$ cat config.mk
export PLATFORM = sky130hd
export DESIGN_NAME = cr_ifu_ibuf_ctrl
export DESIGN_NICKNAME = d
export VERILOG_FILES = /design/src/rtl/cr_ifu_ibuf_ctrl.sv
export SDC_FILE = /design/constraint.sdc
export NUM_CORES = 1
export LEC_CHECK = 0
export ABC_AREA = 1
export CAP_MARGIN = 0
export CORE_AREA = 2 2 45 78
export CTS_BUF_LIST = sky130_fd_sc_hd__clkbuf_2 sky130_fd_sc_hd__clkbuf_4 sky130_fd_sc_hd__clkbuf_8
export DETAILED_ROUTE_END_ITERATION = 7
export DIE_AREA = 0 0 47 80
export PLACE_DENSITY = 0.8
export SLEW_MARGIN = 40
export SYNTH_ARGS = -nofsm -noshare
export SYNTH_HDL_FRONTEND = slang
export SYNTH_SLANG_ARGS = --single-unit
$ cat constraint.sdc
create_clock -name cpuclk -period 5.2 [get_ports cpuclk]
set_input_delay 1.04 -clock cpuclk [delete_from_list [all_inputs] [get_ports cpuclk]]
set_output_delay 1.04 -clock cpuclk [all_outputs]
set_load 0.05 [all_outputs]
$ cat src/rtl/cr_ifu_ibuf_ctrl.sv
// IFU instruction-buffer pointer/occupancy controller: turns bus returns into
// create strobes and decoder consumption into retire strobes, and gates fetch issue.
module cr_ifu_ibuf_ctrl #(
  parameter int ENTRY_NUM = 8,
  parameter int PTR_W     = 3
) (
  input  logic                 cpuclk,
  input  logic                 cpurst_b,
  input  logic                 ibuf_flush,
  input  logic                 ifu_ibus_req,
  input  logic                 ibus_ifu_grant,
  input  logic                 ibusif_xx_data_vld,
  input  logic                 ibus_half_only,
  input  logic                 dec_retire_vld,
  input  logic                 dec_retire_32,
  output logic [ENTRY_NUM-1:0] entry_create0_en,
  output logic [ENTRY_NUM-1:0] entry_create1_en,
  output logic [ENTRY_NUM-1:0] entry_retire0_en,
  output logic [ENTRY_NUM-1:0] entry_retire1_en,
  output logic [PTR_W-1:0]     ibuf_rptr,
  output logic [PTR_W:0]       ibuf_cnt,
  output logic                 ibuf_empty,
  output logic                 ibuf_fetch_allow,
  output logic                 ibuf_err
);

  // Handshake: a fetch is outstanding from the cycle after ifu_ibus_req &
  // ibus_ifu_grant until the cycle after ibusif_xx_data_vld; only one may be
  // outstanding, and a second grant in that window is flagged and ignored.

  localparam logic [PTR_W+1:0]     ENTRY_NUM_X = (PTR_W+2)'(ENTRY_NUM);
  localparam logic [PTR_W:0]       ALLOW_MAX   = (PTR_W+1)'(ENTRY_NUM - 2);
  localparam logic [ENTRY_NUM-1:0] ONE_HOT0    = ENTRY_NUM'(1);

  logic [PTR_W-1:0] wptr;
  logic [PTR_W-1:0] rptr;
  logic [PTR_W:0]   cnt;
  logic             pend;
  logic             kill;

  logic [PTR_W-1:0] wptr_p1;
  logic [PTR_W-1:0] rptr_p1;
  logic             create_req;
  logic             create_ok;
  logic             retire_req;
  logic             retire_ok;
  logic             grant_ok;
  logic             grant_err;
  logic [1:0]       create_num;
  logic [1:0]       retire_num;
  logic [1:0]       create_amt;
  logic [1:0]       retire_amt;
  logic [PTR_W+1:0] free_slots;

  assign wptr_p1 = wptr + PTR_W'(1);
  assign rptr_p1 = rptr + PTR_W'(1);

  assign retire_req = dec_retire_vld & ~ibuf_flush;
  assign retire_num = dec_retire_32 ? 2'd2 : 2'd1;
  assign retire_ok  = retire_req & (cnt >= (PTR_W+1)'(retire_num));
  assign retire_amt = retire_ok ? retire_num : 2'd0;

  // Space freed by a same-cycle retire is usable by the incoming data.
  assign create_req = ibusif_xx_data_vld & ~kill & ~ibuf_flush;
  assign create_num = ibus_half_only ? 2'd1 : 2'd2;
  assign free_slots = ENTRY_NUM_X - {1'b0, cnt} + (PTR_W+2)'(retire_amt);
  assign create_ok  = create_req & (free_slots >= (PTR_W+2)'(create_num));
  assign create_amt = create_ok ? create_num : 2'd0;

  assign grant_ok  = ifu_ibus_req & ibus_ifu_grant & ~pend;
  assign grant_err = ifu_ibus_req & ibus_ifu_grant & pend;

  assign entry_create0_en = (create_amt != 2'd0) ? (ONE_HOT0 << wptr)    : '0;
  assign entry_create1_en = create_amt[1]        ? (ONE_HOT0 << wptr_p1) : '0;
  assign entry_retire0_en = (retire_amt != 2'd0) ? (ONE_HOT0 << rptr)    : '0;
  assign entry_retire1_en = retire_amt[1]        ? (ONE_HOT0 << rptr_p1) : '0;

  assign ibuf_err = (retire_req & ~retire_ok) | (create_req & ~create_ok) | grant_err;

  always_ff @(posedge cpuclk or negedge cpurst_b) begin
    if (!cpurst_b) begin
      wptr <= '0;
      rptr <= '0;
      cnt  <= '0;
    end else if (ibuf_flush) begin
      wptr <= '0;
      rptr <= '0;
      cnt  <= '0;
    end else begin
      wptr <= wptr + PTR_W'(create_amt);
      rptr <= rptr + PTR_W'(retire_amt);
      cnt  <= cnt + (PTR_W+1)'(create_amt) - (PTR_W+1)'(retire_amt);
    end
  end

  // kill marks the in-flight fetch as belonging to a flushed stream so its
  // data is dropped instead of landing in the fresh buffer.
  always_ff @(posedge cpuclk or negedge cpurst_b) begin
    if (!cpurst_b) begin
      pend <= 1'b0;
      kill <= 1'b0;
    end else begin
      if (grant_ok)
        pend <= 1'b1;
      else if (ibusif_xx_data_vld)
        pend <= 1'b0;
      if (ibuf_flush)
        kill <= pend & ~ibusif_xx_data_vld;
      else if (ibusif_xx_data_vld)
        kill <= 1'b0;
    end
  end

  assign ibuf_rptr        = rptr;
  assign ibuf_cnt         = cnt;
  assign ibuf_empty       = (cnt == '0);
  assign ibuf_fetch_allow = ~pend & (cnt <= ALLOW_MAX);

endmodule

==> results of run 1 <==
cell type report:
class,count,area share (%)
Clock buffer,4,2.31
Sequential cell,12,12.6
Multi-Input combinational cell,149,41.3
Tap cell,43,2.26
Inverter,43,6.78
Timing Repair Buffer,69,34.8
metrics by stage:
stage / TNS (ps) / power (mW) / util (%)
final: 0 / 0.867 / 76.6
after global routing: 0 / 0.927 / 76.6
after CTS: 0 / 0.852 / 76.5
after detailed placement: -1640 / 0.678 / 69.9
after global placement: -486 / 0.663 / 69.9
after floorplan: 0 / 0.501 / -
repair_timing:
action | 4_1_cts | 5_1_grt
gates resized for setup | 20 | 2
setup endpoints to repair | 16 | 16
pin swaps | 7 | 5
buffers inserted | 10 | 1
endpoints found under the hold margin | 0 | 0
power by group through the flow:
stage	Sequential, mW	Combinational, mW	Clock [mW]
2_1_floorplan	0.182	0.320	0
3_3_place_gp	0.139	0.524	0
3_5_place_dp	0.140	0.539	0
4_1_cts	0.140	0.607	0.105
5_1_grt	0.144	0.671	0.112
6_report	0.140	0.622	0.105
cells by family (layout without fill, tap and decap cells):
logic type	count (synthesis)	count (layout)	share of synthesized area [%]
AND/OR/NAND/NOR	110	110	35.7
adder cells (fa/ha/maj)	25	25	25.2
AO/OA/AOI/OAI	13	13	5.03
flip-flops	12	12	21.6
XOR/XNOR	1	1	0.629
buffers and inverters	44	116	11.9
sequential cells by signal, summed over array words and instances, names as in the netlist:
name and flops:
pend 1, ibuf_cnt 4, ibuf_rptr 3, kill 1
wptr 3
final timing paths:
path                                            start                     end  slack, ps  cells past startpoint
worst max-delay path                       ibuf_flush     entry_create1_en[4]        260                     16
max in group asynchronous                    cpurst_b  ibuf_rptr[0]$_DFF_PN0_       3680                      1
min in group asynchronous                    cpurst_b       wptr[2]$_DFF_PN0_       1160                      1
worst min-delay path                 kill$_DFFE_PN0P_        kill$_DFFE_PN0P_        610                      2
worst max register to register  ibuf_cnt[0]$_DFF_PN0_   ibuf_cnt[3]$_DFF_PN0_        840                     24
worst min register to register       kill$_DFFE_PN0P_        kill$_DFFE_PN0P_        610                      2
cells in the final DEF (no fill, tap or decap):
cell,Yosys,final
nor2_1,48,40
clkbuf_8,0,4
nor2_4,2,6
nor2_2,3,7
nand2_4,1,1
clkdlybuf4s50_1,0,32
clkbuf_2,0,1
nand2_1,39,39
fa_1,5,5
nand2_2,2,2
a21boi_2,0,1
ha_4,0,1
buf_12,0,18
nand3_4,1,1
a21oi_1,5,5
ha_1,20,19
xor2_1,1,1
inv_1,41,39
nand3_1,9,9
nand4_1,2,2
a211oi_1,1,1
nand3_2,3,3
o21ai_0,5,5
dfrtp_1,12,12
o21ai_1,1,1
inv_2,2,4
buf_8,0,1
buf_4,0,17
worst reg2reg max path, stage by stage (launching register included):
cell,delay (ps)
dfrtp_1,450
inv_1,110
ha_1,290
nand3_1,110
nand3_1,130
nand2_2,80
nor2_2,100
inv_1,50
ha_1,180
inv_2,70
fa_1,420
ha_1,310
a21boi_2,170
nor2_2,150
nand3_2,140
nand3_4,120
buf_4,120
fa_1,410
inv_1,120
ha_1,240
nand2_1,60
nand2_1,50
a21oi_1,150
o21ai_0,100
a21oi_1,140
per-layer routing:
layer | wire length, microns | GRT usage, % | vias up
met3 | 136 | 1.81 | 18
met2 | 2370 | 44.1 | 49
li1 | - | - | 766
met1 | 1400 | 24.9 | 711
met5 | 0 | 0 | -
met4 | 259 | 16.4 | 0
==> results.yml, run 1 <==
final_layout:
  fill_cells: 216
  regArea_sq_um: 300
  fin_cells: 320
  design_area_sq_um: 2380
  drive_gt1_share_pct: 24.2
  antennaDiodeCount: 0
  syn_to_final_growth_pct: 71.0
  multi_input_area_sq_um: 982
  finish.net_count: 312
setup_path:
  critPathSlowestCell: "clkdlybuf4s50_1"
  arrival_ps: 3900
  critical_path_class: "in2out"
  cp_max_fo: 5
  max_stage_delay_ps: 490
  crit_family: "adder cells"
  cp-end-kind: "output pin"
  crit_required_ps: 4160
  path_common_cell: "nor2_2"
  crit_chain: "clkdlybuf4s50_1, nor2_2, nand2_2, nor2_2, inv_1, ha_1, inv_2, fa_1, ha_1, a21boi_2, nor2_2, nand3_2, nand3_4, buf_8, nor2_4, buf_12"
  path_buf_inv: 5
  start_kind: "primary input"
power:
  swShare_pct: 50.4
  seqPwrFrac_pct: 16.2
  p_clk_share_pct: 12.1
  ir_worst_vdd_uv: 384
  internal_power_mw: 0.430
  power_density_nw_per_um2: 364
  p_comb_share_pct: 71.7
  switchingPower_mw: 0.438
  p_leak_nw: 1.10
clock_tree:
  h-tree-depth: 1
  clock-root-buffer: "clkbuf_8"
  clk_pin_slew_worst_paths_ps: 50
  clock_sinks: 12
  clock_path_buffers: 2
  cts_tree: "built"
  cts_hold_buf: 0
  cts_made_buffers: 3
  clk_latency_ps: 250
drt:
  via_per_inst: 4.83
  wl_mm: 4.16
  vias: 1544
  wl_per_cell_microns: 13.0
  drt_first_pass_iters: 4
  ant_nets: 0
  drt-initial-drc-count: 43
  route.detailed.drc: 0
synth:
  synthCells: 205
  ys_seq_area_share_pct: 21.6
  yosysTopAreaCellShare_pct: 21.6
  synth_common_cells: "nor2_1, inv_1, nand2_1"
  post-synth-top-area-cell: "dfrtp_1"
  yosys_warnings: 0
  syn-cell-area_sq_um: 1390
  yosysUniqueCellTypes: 22
  synth_edf_count: 0
  syn_area_per_cell_sq_um: 6.79
  synth.most_common_cell: "nor2_1"
  synth_nets: 239
  synthFlopType: "dfrtp_1"
  ys_seq_elements: 12
  synthArstFlopShare_pct: 100
  synth_area_leaders: "dfrtp_1, ha_1, nor2_1, inv_1, nand2_1"
floorplanning:
  rows: 27
  core_sq_um: 3110
  die_h_microns: 80
  start_util_pct: 44.8
  ios: 51
  die_area_sq_um: 3760
  die_w_microns: 47
placement:
  gp_congestion: 0.943
  place.detailed.hpwl_mm: 3.17
  post-place-ws_ps: -172
  placed_cell_area_sq_um: 2170
  port_buffers: 50
  dp.cells: 305
timing:
  fin_ws_ps: 264
  period_share_pct: 94.9
  setup_viol_count_final: 0
  hold_viol: 0
  max_slew.worst_pin.slew_ps: 562
  finalHoldWorstSlack_ps: 605
  fin_crit_ps: 4940
  grt_setup_unrepaired: "false"
  fmaxAchievable_mhz: 203
  maxSlewHeadroom_pct: 62.4
  fin_skew_ps: 1.15
  drv_slew: 0
global_route:
  gr-total-overflow: 0
  antenna_found_initial: 0
  track_usage_pct: 24.6
  grt_pass1_wl_mm: 6.63
  grt_max_degree: 13
  grt_pass1_vias: 1492
run:
  maxCapViolCount: 0
outcome:
  status: "finished, final reports clean"
hold_path:
  min_path_type: "reg2reg"
(Power assumes the default switching activity.)
==> run 2: changes to the inputs <==
CTS_CLUSTER_SIZE = 16   (was not set)
==> results of run 2 <==
Final layout, timing and power as in run 1 (identical DEF).
==> run 3: changes to the inputs <==
CTS_BUF_LIST = sky130_fd_sc_hd__clkbuf_8   (was sky130_fd_sc_hd__clkbuf_2 sky130_fd_sc_hd__clkbuf_4 sky130_fd_sc_hd__clkbuf_8)
==> results of run 3 <==
Final layout, timing and power as in run 1 (identical DEF).
